<file path="config.mk">
export PLATFORM = sky130hd
export DESIGN_NAME = fetch_ctrl_flat
export DESIGN_NICKNAME = d
export VERILOG_FILES = /design/src/rtl/fetch_ctrl_if.sv /design/src/rtl/fetch_ctrl.sv /design/src/flat_wrapper.sv
export SDC_FILE = /design/constraint.sdc
export NUM_CORES = 1
export LEC_CHECK = 0
export ABC_AREA = 1
export BUFFER_PORTS_ARGS = -buffer_cell sky130_fd_sc_hd__buf_4
export CAP_MARGIN = 20
export CORE_MARGIN = 3
export CORE_UTILIZATION = 59
export DETAILED_ROUTE_END_ITERATION = 12
export PLACE_DENSITY = 0.92
export REMOVE_ABC_BUFFERS = 1
export SLEW_MARGIN = 20
export SYNTH_ARGS = -nofsm -noshare
export SYNTH_HDL_FRONTEND = slang
export SYNTH_SLANG_ARGS = --single-unit
export TNS_END_PERCENT = 30
</file>
<file path="constraint.sdc">
create_clock -name clk -period 3 [get_ports clk]
set_input_delay 0.45 -clock clk [delete_from_list [all_inputs] [get_ports clk]]
set_output_delay 0.45 -clock clk [all_outputs]
set_load 0.1 [all_outputs]
</file>
<file path="src/rtl/fetch_ctrl_if.sv">
// Fetch bus: instruction-memory port, decode handshake, redirect request and status.
// The master modport is the fetch sequencer's view; slave is the surrounding system.
interface fetch_ctrl_if;
   logic [31:0] imem_addr;
   logic [31:0] imem_data;
   logic        ins_valid;
   logic        ins_ready;
   logic [31:0] ins_out;
   logic [31:0] ins_pc;
   logic        redirect_valid;
   logic [31:0] redirect_pc;
   logic        halted;
   logic        fault;

   modport master (
      output imem_addr, ins_valid, ins_out, ins_pc, halted, fault,
      input  imem_data, ins_ready, redirect_valid, redirect_pc
   );

   modport slave (
      input  imem_addr, ins_valid, ins_out, ins_pc, halted, fault,
      output imem_data, ins_ready, redirect_valid, redirect_pc
   );
endinterface

</file>
<file path="src/rtl/fetch_ctrl.sv">
// Instruction fetch sequencer: owns the PC, buffers {pc, word} pairs in a small FIFO,
// and handles redirects, end-of-memory halt and misaligned-redirect faults.
module fetch_ctrl #(
   parameter logic [31:0] RESET_PC  = 32'h0,
   parameter int unsigned MEM_BYTES = 80,
   parameter int unsigned DEPTH     = 2
) (
   input  logic         clk,
   input  logic         rst_n,
   fetch_ctrl_if.master bus
);

   localparam int unsigned AW      = $clog2(DEPTH);
   localparam logic [31:0] LAST_PC = 32'(MEM_BYTES - 4);
   localparam logic [AW:0] PTR_ONE = (AW + 1)'(1);

   typedef enum logic [1:0] {
      ST_RUN   = 2'd0,
      ST_HALT  = 2'd1,
      ST_FAULT = 2'd2
   } state_t;

   state_t      r_state;
   state_t      w_state_nxt;
   logic [31:0] r_pc;
   logic [31:0] r_fifo_ins [DEPTH];
   logic [31:0] r_fifo_pc  [DEPTH];
   logic [AW:0] r_wr_ptr;
   logic [AW:0] r_rd_ptr;

   logic w_empty;
   logic w_full;
   logic w_pop;
   logic w_in_range;
   logic w_redirect;
   logic w_misaligned;
   logic w_fetch_en;
   logic w_flush;
   logic w_halted;
   logic w_fault;

   // Extra pointer bit distinguishes full from empty when the indices match.
   assign w_empty      = (r_wr_ptr == r_rd_ptr);
   assign w_full       = (r_wr_ptr[AW] != r_rd_ptr[AW]) &&
                         (r_wr_ptr[AW-1:0] == r_rd_ptr[AW-1:0]);
   assign w_pop        = !w_empty && bus.ins_ready;
   assign w_in_range   = (r_pc <= LAST_PC);
   assign w_redirect   = bus.redirect_valid && (r_state != ST_FAULT);
   assign w_misaligned = (bus.redirect_pc[1:0] != 2'b00);

   // NOTE: sequential state is updated with non-blocking (<=) assignments so every
   // register samples the pre-edge values, independent of process order.
   always_ff @(posedge clk or negedge rst_n) begin
      if (!rst_n) begin
         r_state <= ST_RUN;
      end else begin
         r_state <= w_state_nxt;
      end
   end

   // NOTE: each always_comb assigns a default first so no path leaves a signal
   // unassigned, which would otherwise infer a latch.
   always_comb begin
      w_state_nxt = r_state;
      if (w_redirect) begin
         if (w_misaligned) begin
            w_state_nxt = ST_FAULT;
         end else if (bus.redirect_pc <= LAST_PC) begin
            w_state_nxt = ST_RUN;
         end else begin
            w_state_nxt = ST_HALT;
         end
      end else begin
         case (r_state)
            ST_RUN:  if (!w_in_range) w_state_nxt = ST_HALT;
            ST_HALT: w_state_nxt = ST_HALT;
            default: w_state_nxt = ST_FAULT;
         endcase
      end
   end

   always_comb begin
      w_fetch_en = 1'b0;
      w_flush    = 1'b0;
      w_halted   = 1'b0;
      w_fault    = 1'b0;
      case (r_state)
         ST_RUN: begin
            w_fetch_en = !w_redirect && w_in_range && (!w_full || w_pop);
            w_flush    = w_redirect;
         end
         ST_HALT: begin
            w_flush  = w_redirect;
            w_halted = w_empty;
         end
         default: begin
            w_flush = 1'b1;
            w_fault = 1'b1;
         end
      endcase
   end

   always_ff @(posedge clk or negedge rst_n) begin
      if (!rst_n) begin
         r_pc <= RESET_PC;
      end else if (w_redirect && !w_misaligned) begin
         r_pc <= bus.redirect_pc;
      end else if (w_fetch_en) begin
         r_pc <= r_pc + 32'd4;
      end
   end

   // A redirect flushes everything, including a head popped in the same cycle.
   always_ff @(posedge clk or negedge rst_n) begin
      if (!rst_n) begin
         r_wr_ptr <= '0;
         r_rd_ptr <= '0;
      end else if (w_flush) begin
         r_wr_ptr <= '0;
         r_rd_ptr <= '0;
      end else begin
         if (w_fetch_en) r_wr_ptr <= r_wr_ptr + PTR_ONE;
         if (w_pop)      r_rd_ptr <= r_rd_ptr + PTR_ONE;
      end
   end

   // NOTE: the storage array is reset because ins_out/ins_pc read it directly and
   // must show zero out of reset; at this depth the cost is a few flops.
   always_ff @(posedge clk or negedge rst_n) begin
      if (!rst_n) begin
         for (int i = 0; i < int'(DEPTH); i++) begin
            r_fifo_ins[i] <= '0;
            r_fifo_pc[i]  <= '0;
         end
      end else if (w_fetch_en) begin
         r_fifo_ins[r_wr_ptr[AW-1:0]] <= bus.imem_data;
         r_fifo_pc[r_wr_ptr[AW-1:0]]  <= r_pc;
      end
   end

   assign bus.imem_addr = r_pc;
   assign bus.ins_valid = !w_empty && !w_fault;
   assign bus.ins_out   = r_fifo_ins[r_rd_ptr[AW-1:0]];
   assign bus.ins_pc    = r_fifo_pc[r_rd_ptr[AW-1:0]];
   assign bus.halted    = w_halted;
   assign bus.fault     = w_fault;

endmodule
</file>
<file path="src/flat_wrapper.sv">
// flat-port wrapper written by rule: the top's interface ports become plain ports
module fetch_ctrl_flat 
#(
   parameter logic [31:0] RESET_PC  = 32'h0,
   parameter int unsigned MEM_BYTES = 80,
   parameter int unsigned DEPTH     = 2
)
  (clk, rst_n, bus_imem_addr, bus_ins_valid, bus_ins_out, bus_ins_pc, bus_halted, bus_fault, bus_imem_data, bus_ins_ready, bus_redirect_valid, bus_redirect_pc);
  fetch_ctrl_if bus_i ();
  input  logic clk;
  input  logic rst_n;
  output wire logic [$bits(bus_i.imem_addr)-1:0] bus_imem_addr;
  output wire logic [$bits(bus_i.ins_valid)-1:0] bus_ins_valid;
  output wire logic [$bits(bus_i.ins_out)-1:0] bus_ins_out;
  output wire logic [$bits(bus_i.ins_pc)-1:0] bus_ins_pc;
  output wire logic [$bits(bus_i.halted)-1:0] bus_halted;
  output wire logic [$bits(bus_i.fault)-1:0] bus_fault;
  input wire logic [$bits(bus_i.imem_data)-1:0] bus_imem_data;
  input wire logic [$bits(bus_i.ins_ready)-1:0] bus_ins_ready;
  input wire logic [$bits(bus_i.redirect_valid)-1:0] bus_redirect_valid;
  input wire logic [$bits(bus_i.redirect_pc)-1:0] bus_redirect_pc;
  assign bus_imem_addr = bus_i.imem_addr;
  assign bus_ins_valid = bus_i.ins_valid;
  assign bus_ins_out = bus_i.ins_out;
  assign bus_ins_pc = bus_i.ins_pc;
  assign bus_halted = bus_i.halted;
  assign bus_fault = bus_i.fault;
  assign bus_i.imem_data = bus_imem_data;
  assign bus_i.ins_ready = bus_ins_ready;
  assign bus_i.redirect_valid = bus_redirect_valid;
  assign bus_i.redirect_pc = bus_redirect_pc;
  fetch_ctrl #(.RESET_PC(RESET_PC), .MEM_BYTES(MEM_BYTES), .DEPTH(DEPTH)) u_core (.clk(clk), .rst_n(rst_n), .bus(bus_i));
endmodule
</file>
**Yosys cells after proc, flatten, opt, wreduce, memory -nomap -nowiden**

Cells that the tools add are included.

- Output and inout port bits: 99
- Word-level logic and storage cells: 68
- Register bits: 166
- Input bits: 68

- Bitwise logic cells: 2
- Eq/ne operators: 6
- $lt $le $gt $ge: 5
- $add $sub $neg: 3
- Reductions and logical operators: 19
- Multiplexer cells: 25

Operator list:

| cell | number |
|---|---|
| $mux W32 | 9 |
| $bwmux W64 | 2 |
| $le A32 B7 Y1 const B | 2 |
| $add A32 B3 Y32 const B | 1 |
| $demux W32 S1 | 1 |
| $mux W2 | 7 |
| $logic_and A1 B1 Y1 | 8 |
| $reduce_bool A2 Y1 | 4 |
| $mux W1 | 5 |
| $add A2 B1 Y2 const B | 2 |
| $ge A2 B2 Y1 const B | 2 |
| $logic_not A1 Y1 | 4 |
| $not A1 Y2 | 2 |
| $pmux W2 S2 | 1 |
| $ne A3 B3 Y1 const B | 1 |
| $eq A2 B1 Y1 const B | 1 |
| $eq A2 B2 Y1 | 1 |
| $logic_not A2 Y1 | 1 |
| $lt A2 B1 Y1 const B | 1 |
| $ne A2 B2 Y1 const B | 1 |
| $reduce_or A2 Y1 | 1 |
| $eq A1 B1 Y1 | 1 |
| $logic_or A1 B1 Y1 | 1 |
| $ne A1 B1 Y1 | 1 |

**Logic depth before layout (Yosys ltp)**

Gate-level depths: netlist of the first run.

- Depth after elaboration: 8
- Mapped depth: 10
- Depth with buffers taken out: 9

**Worst setup path before layout of the first run**

No wires, ideal clock.

- Path type: register to output
- Start point: register u_core.r_wr_ptr[0]
- End point: output port bus_halted
- Path buffers: 1
- Required time: 2.550 ns
- Setup slack: -0.291 ns
- Arrival time: 2.841 ns
- Cell stages (with the launch flop): 5
- Cells stage by stage: dfrtp_1 -> buf_4 -> xnor2_1 -> nand2_1 -> nor3_1

- Cells in the longest elaborated chain, start to end: 2

Ends and longest elaborated chain:

| what | RTL line | text |
|---|---|---|
| start: declaration | fetch_ctrl.sv:28 | `logic [AW:0] r_wr_ptr;` |
| start signal: assignment | fetch_ctrl.sv:122 | `if (w_fetch_en) r_wr_ptr <= r_wr_ptr + PTR_ONE;` |
| $eq A2 B2 Y1 | fetch_ctrl.sv:43 | `assign w_empty = (r_wr_ptr == r_rd_ptr);` |
| $mux W1 | fetch_ctrl.sv:87 | `case (r_state)` |
| end: declaration | flat_wrapper.sv:16 | `output wire logic [$bits(bus_i.halted)-1:0] bus_halted;` |

Every way passes these cells.

**Worst setup path in the final report of the first run**

- Start point: register u_core.r_rd_ptr[0]
- End point: output port bus_ins_pc[30]

- Cells in the longest elaborated chain, start to end: 4

Ends and longest elaborated chain:

| what | RTL line | text |
|---|---|---|
| start: declaration | fetch_ctrl.sv:29 | `logic [AW:0] r_rd_ptr;` |
| start signal: assignment | fetch_ctrl.sv:123 | `if (w_pop) r_rd_ptr <= r_rd_ptr + PTR_ONE;` |
| $not A1 Y2 (implied by the code) | fetch_ctrl.sv:144 | `assign bus.ins_pc = r_fifo_pc[r_rd_ptr[AW-1:0]];` |
| $mux W32 (implied by the code) (3 in a row) | fetch_ctrl.sv:144 |  |
| end: declaration | flat_wrapper.sv:15 | `output wire logic [$bits(bus_i.ins_pc)-1:0] bus_ins_pc;` |

Every way passes these cells. The select of a mux whose other input is x is not followed.

==> summary.md, run 1 <==
| Metric | Value |
|---|---|
| Placer Congestion | 0.821 |
| Non-filler instance count after layout | 1,282 |
| Num CTS Buffers | 17 |
| First-pass GRT wire length | 33,900 um |
| Final Hold Fails | 0 |
| Status | finished clean |
| Syn_area_per_cell | 7.88 sq um |
| Placed cell count | 1,252 |
| I/O pins | 167 |
| Synthesized area | 7630 sq um |
| Clk_skew | 0.00679 ns |
| Worst-skew pair later-pin latency | 0.43 ns |
| Layout cells sized above 1 | 0.193 |
| Sequential-to-total area share from yosys stat | 0.545 |
| Data required time of the worst path | 2.55 ns |
| H-tree lvl count | 4 |
| Synthesized instance count | 968 |
| Post-layout net count | 1,172 |
| Ys Warns | 0 |
| Final Slew Violations | 0 |
| Total global-route track usage | 0.293 |
| Worst flop-to-flop path startpoint | u_core.bus.imem_addr[2] |
| Worst-path clk slew | 0.06 ns |
| Lkg Pwr | 5.68 nW |
| DRT Wirelength | 20,500 um |
| Setup slack, reg-to-reg | 0.52 ns |
| Post-CTS resize count | 0 |
| Power Density | 801 nW/um^2 |
| Antenna violations before repair | 0 |
| Root buffer cell | clkbuf_16 |
| Post-synthesis register bit count | 166 |
| Setup CP Type | reg -> out |
| Sink Count | 166 |
| Remaining global-route overflow | 0 |
| Maximum vdd drop | 1.14 mV |
| Worst slack, placed | 0.543 ns |
| Routed wl met3 | 1730 um |
| Core Area | 12,300 sq um |
| Critical path arrival | 2.17 ns |
| RSZ-0062 raised after global routing | no |
| Final Cycle Share | 0.873 |
| Initial DRC Count | 988 |
| Max-Cap Viols | 0 |
| Post-synth cell types | 30 |
| FF-to-FF End | u_core.bus.imem_addr[3] |
| HP Class | in -> async |
| DP HPWL | 12,600 um |
| Setup bufs post-CTS | 0 |
| Post-route minimum period | 2.62 ns |
| CTS tree | yes |
| Row count | 40 |
| DR top layer | met4 |
| Startpoint types | register |
| Die Y | 120 um |
| Setup violators final | 0 |
| Max clock buf depth | 2 |
| Vias | 7,210 |
| Antenna diodes | 0 |
| Die Wd | 120 um |
| Vias per inst | 5.62 |
| Average routed wire per standard cell | 16.0 um |
| Worst-path fanout max | 37 |
| Hold buffer count at CTS | 0 |
| Max_slew headroom | 0.476 |
| CP Capture Type | primary output |
| FMAX | 382 MHz |
| Area grow syn2layout | 23.7% |
| WL met1 | 8070 um |
| Die area | 14,300 sq um |
| DR pass1 iterations | 5 |
| Worst-margin pin slew | 0.786 ns |
| Initial Utilization | 0.619 |
| Largest net degree at the start of global routing | 80 |
| Setup WS post-layout | 0.381 ns |
| I/O Buffers | 166 |
| ANT nets after route | 0 |
| Post-route DRC | 0 |
| Number of global-route vias before repair | 6,815 |
| DR WL met2 | 10,200 um |
| FF-to-FF path depth | 8 |
## sequential cells by signal (all words and copies together) (netlist names)
signal / cells
u_core.r_state: 2
u_core.bus.imem_addr: 32
u_core.r_wr_ptr: 2
u_core.r_fifo_pc: 64
u_core.r_rd_ptr: 2
u_core.r_fifo_ins: 64
## layout make-up
type	count	area, sq um
fill	838	2880
clock buffer	25	475
inverter	61	229
clock inverter	5	50.0
tap	168	210
multi-input combinational	677	2930
sequential	166	4160
timing repair buffer	180	1380
## how the worst max path moves through the flow
| stage | start | endpoint | depth (start not counted) |
|---|---|---|---|
| after floorplan | u_core.r_rd_ptr[0] | u_core.r_fifo_ins[32] | 5 |
| after global placement | u_core.bus.imem_addr[2] | u_core.r_wr_ptr[0] | 8 |
| after detailed placement | u_core.bus.imem_addr[2] | u_core.r_wr_ptr[0] | 8 |
| after CTS | u_core.r_rd_ptr[0] | bus_ins_pc[30] | 5 |
| after global routing | u_core.r_rd_ptr[0] | bus_ins_pc[18] | 5 |
| final | u_core.r_rd_ptr[0] | bus_ins_pc[30] | 5 |
## routing by layer
metal  track usage  vias to the layer above
li1              -                     3320
met1         0.389                     3435
met2         0.479                      406
met3        0.0617                       49
met4         0.109                        0
met5             0                        -
## cell usage after synthesis, drive strengths merged
master  number  area share
nor2        36       0.019
dfrtp      166        0.54
nand3       39       0.026
xnor2        2      0.0023
a21boi       1     0.00098
o22ai        1     0.00082
nand3b       2      0.0025
nand2      490        0.24
ha           1      0.0016
a21oi        4      0.0041
inv         60       0.030
nand4       82       0.068
o21ai        5      0.0033
clkinv       1     0.00049
clkbuf      34       0.017
nor3         4      0.0041
buf         30       0.025
nor4         3      0.0025
o21bai       1     0.00098
or2          2      0.0016
xor2         4      0.0046
## stage by stage
stage                      util  hold slack, ns  instance area, sq um  TNS [ns]  power (mW)
after floorplan               -           0.154                  7310   -324.72        4.85
after detailed placement  0.723           0.452                  8910         0        5.57
after CTS                 0.766          0.0729                  9430         0        7.55
after global placement    0.723           0.448                  8910         0        5.52
final                     0.766          0.0517                  9430         0        7.56
after global routing      0.766          0.0994                  9430         0        7.82
## cells in the final DEF, fill, tap and decap left out, types with 5 or more instances in the layout
cell type	instances
nor2_1	34
nand4_1	81
nand2_1	490
nand3_1	39
inv_1	59
clkbuf_16	17
clkbuf_1	6
o21ai_0	5
buf_4	177
dfrtp_1	164
## power by group
group / internal [mW] / switching (mW) / total [mW] / leakage [nW]
Clock: 1.17 / 0.819 / 1.99 / 0.261
Combinational: 0.577 / 2.24 / 2.81 / 3.15
Sequential: 2.47 / 0.282 / 2.75 / 2.27
Total: 4.22 / 3.34 / 7.56 / 5.68
## kinds of logic (layout without fill, tap and decap cells)
group | after synthesis | count (layout) | synth area share
AND/OR/NAND/NOR | 658 | 658 | 0.365
adder cells (fa/ha/maj) | 1 | 1 | 0.00164
flip-flops | 166 | 166 | 0.545
buffers and inverters | 125 | 271 | 0.0720
AO/OA/AOI/OAI | 12 | 12 | 0.0102
XOR/XNOR | 6 | 6 | 0.00689
## critical path: stages, from the launching register on
cell     delay, ns
dfrtp_2       0.49
inv_2         0.46
buf_12        0.28
nand2_1       0.10
nand2_1       0.10
buf_4         0.29
No activity file was read; power rests on OpenSTA's default activity.
==> inputs of run 2 (changes only) <==
--- a/config.mk
+++ b/config.mk
@@ -9,9 +9,9 @@
 export BUFFER_PORTS_ARGS = -buffer_cell sky130_fd_sc_hd__buf_4
 export CAP_MARGIN = 20
 export CORE_MARGIN = 3
-export CORE_UTILIZATION = 59
+export CORE_UTILIZATION = 45
 export DETAILED_ROUTE_END_ITERATION = 12
-export PLACE_DENSITY = 0.92
+export PLACE_DENSITY = 0.74
 export REMOVE_ABC_BUFFERS = 1
 export SLEW_MARGIN = 20
 export SYNTH_ARGS = -nofsm -noshare
==> run 2 against run 1 <==
Hold slack improved by 0.18 ns. Cell area up 2.6%. Count of clock-buffer cells in the layout is 5 lower. Die area rose by 29%. Utilization shrank 17 points. Register-to-register slack gained 0.25 ns. Non-clock buffer count rose by 4. Clock skew increased by 0.0093 ns. Sequential power hardly changed. Global-route usage down 7.2 points. Clock power rose by 22%. Sequential cell count unchanged.
==> summary.md, run 2 (synthesized netlist as in run 1, its figures left out) <==
| Metric | Value |
|---|---|
| Clk_skew | 0.0161 ns (was 0.00679 ns) |
| Maximum vdd drop | 0.964 mV (was 1.14 mV) |
| Placer Congestion | 0.786 (was 0.821) |
| Sink Count | 166 (unchanged) |
| Data required time of the worst path | 2.55 ns (about the same) |
| Worst hold path depth | 3 |
| Power Density | 821 nW/um^2 (was 801 nW/um^2) |
| Final Cycle Share | 0.844 (was 0.873) |
| Largest net degree at the start of global routing | 80 (unchanged) |
| ANT nets after route | 0 (unchanged) |
| Hold Slack | 0.236 ns (was 0.0517 ns) |
| Number of global-route vias before repair | 6,564 (was 6,815) |
| Root buffer cell | clkbuf_16 (unchanged) |
| CP Capture Type | primary output (unchanged) |
| Worst-margin pin slew | 0.716 ns (was 0.786 ns) |
| Startpoint types | register (unchanged) |
| RSZ-0062 raised after global routing | no (unchanged) |
| Layout cells sized above 1 | 0.202 (was 0.193) |
| Setup violators final | 0 (unchanged) |
| Status | finished clean (unchanged) |
| Critical Path, Cell by Cell | buf_4 -> inv_2 -> buf_12 -> nand2_1 -> nand2_1 -> buf_4 (was inv_2 -> buf_12 -> nand2_1 -> nand2_1 -> buf_4) |
| FF-to-FF path depth | 6 (was 8) |
| Die area | 18,500 sq um (was 14,300 sq um) |
| Worst-path fanout max | 44 (was 37) |
| Antenna violations before repair | 0 (unchanged) |
| Die Y | 136 um (was 120 um) |
| Slowest stage cell, crit path | dfrtp_2 (unchanged) |
| Most frequent cells in the layout | nand2_1, buf_4, dfrtp_1 (unchanged) |
| DRT Wirelength | 20,000 um (was 20,500 um) |
| Average routed wire per standard cell | 15.0 um (was 16.0 um) |
| Worst flop-to-flop path startpoint | u_core.r_rd_ptr[0] (was u_core.bus.imem_addr[2]) |
| Row count | 46 (was 40) |
| CP max stage delay | 0.55 ns (was 0.49 ns) |
| Final Slew Violations | 0 (unchanged) |
| Critical path arrival | 2.08 ns (was 2.17 ns) |
| Initial Utilization | 0.470 (was 0.619) |
| Post-route DRC | 0 (unchanged) |
| Commonest non-fill, non-tap cell in the layout | nand2_1 (unchanged) |
| Post-route minimum period | 2.53 ns (was 2.62 ns) |
| Die Wd | 136 um (was 120 um) |
| Num CTS Buffers | 17 (unchanged) |
| First-pass GRT wire length | 32,700 um (was 33,900 um) |
| Final Hold Fails | 0 (unchanged) |
| FMAX | 395 MHz (was 382 MHz) |
| Max-Cap Viols | 0 (unchanged) |
| Vias | 6,810 (was 7,210) |
| Antenna diodes | 0 (unchanged) |
| Remaining global-route overflow | 0 (unchanged) |
| Initial DRC Count | 513 (was 988) |
| Total negative slack | 0 ns (unchanged) |
| Total global-route track usage | 0.221 (was 0.293) |
| Setup CP Type | reg -> out (unchanged) |
| Post-layout net count | 1,176 (was 1,172) |
| Hold EP | u_core.bus.imem_addr[26] |
| DR pass1 iterations | 5 (unchanged) |
| Setup slack, reg-to-reg | 0.77 ns (was 0.52 ns) |
| FF-to-FF End | u_core.r_fifo_ins[40] (was u_core.bus.imem_addr[3]) |
| Lkg Pwr | 5.75 nW (was 5.68 nW) |
| I/O Buffers | 166 (unchanged) |
| Area grow syn2layout | 26.9% (was 23.7%) |
| HP Class | in -> reg (was in -> async) |
| Hold_sp | bus_redirect_pc[26] |
| Max clock buf depth | 2 (unchanged) |
| Worst-path clk slew | 0.06 ns (about the same) |
| Core Area | 16,200 sq um (was 12,300 sq um) |
| Vias per inst | 5.10 (was 5.62) |
| Total power | 7.94 mW (was 7.56 mW) |
| I/O pins | 167 (unchanged) |
| H-tree lvl count | 4 (unchanged) |
| DP HPWL | 12,800 um (was 12,600 um) |
| Worst-skew pair later-pin latency | 0.43 ns (about the same) |
| CTS tree | yes (unchanged) |
| Max_slew headroom | 0.523 (was 0.476) |
==> run 2: changes by cell type in the layout (fill, tap and decap cells not counted), sizes merged <==
cell and change:
bufinv +4, clkinvlp +4, clkinv -1, dlygate4sd3 +1, clkbuf -5, buf +3
==> run 2: worst max-delay path by stage <==
| stage | start | slack [ns] | end |
|---|---|---|---|
| 2_1_floorplan | u_core.r_rd_ptr[0] | -2.22 | u_core.r_fifo_ins[32] |
| 3_3_place_gp | u_core.r_rd_ptr[0] | 0.87 | u_core.r_fifo_ins[60] |
| 3_5_place_dp | u_core.r_rd_ptr[0] | 0.83 | u_core.r_fifo_ins[19] |
| 4_1_cts | u_core.r_rd_ptr[0] | 0.45 | bus_ins_pc[1] |
| 5_1_grt | u_core.r_rd_ptr[0] | 0.39 | bus_ins_out[26] |
| 6_report | u_core.r_rd_ptr[0] | 0.47 | bus_ins_out[26] |
==> run 2: critical path: cells and delay by family (launching register included) <==
family / cells / cell delay (ns)
simple gates: 2 / 0.19
buf+inv: 4 / 0.87
flops: 1 / 0.55
==> run 2: what timing repair did <==
item | 4_1_cts | 5_1_grt
setup endpoints to repair | 0 | 0
hold buffers | 1 | 0
resized for setup | 0 | 0
hold endpoints to repair | 46 | 0
setup buffers | 0 | 0
==> run 2: area by class of cell <==
type,instances,area [sq um]
clock buffer,20,467
clock inverter,12,199
fill,1502,6550
inverter,61,229
multi-input combinational,677,2930
sequential,166,4160
tap,216,270
timing repair buffer,184,1430
==> run 2: through the flow <==
stage	cells	instance area, sq um	setup WS, ns	util
after floorplan	904	7310	-2.22	-
after global placement	1303	9000	0.867	0.555
after detailed placement	1303	9000	0.826	0.555
after CTS	1336	9680	0.446	0.596
after global routing	1336	9680	0.386	0.596
final	1336	9680	0.468	0.596
==> run 2: report_power, final <==
part	switching, mW	total (mW)	internal [mW]	leakage [nW]
clock network	0.884	2.43	1.54	0.314
logic	2.21	2.79	0.578	3.17
registers	0.261	2.73	2.47	2.27
==> run 2: layer usage <==
metal	part of all wire	up-vias	track usage
met5	0	-	0
met4	0.015	0	0.0773
met3	0.071	26	0.0511
met2	0.47	242	0.346
met1	0.44	3221	0.305
li1	-	3321	-
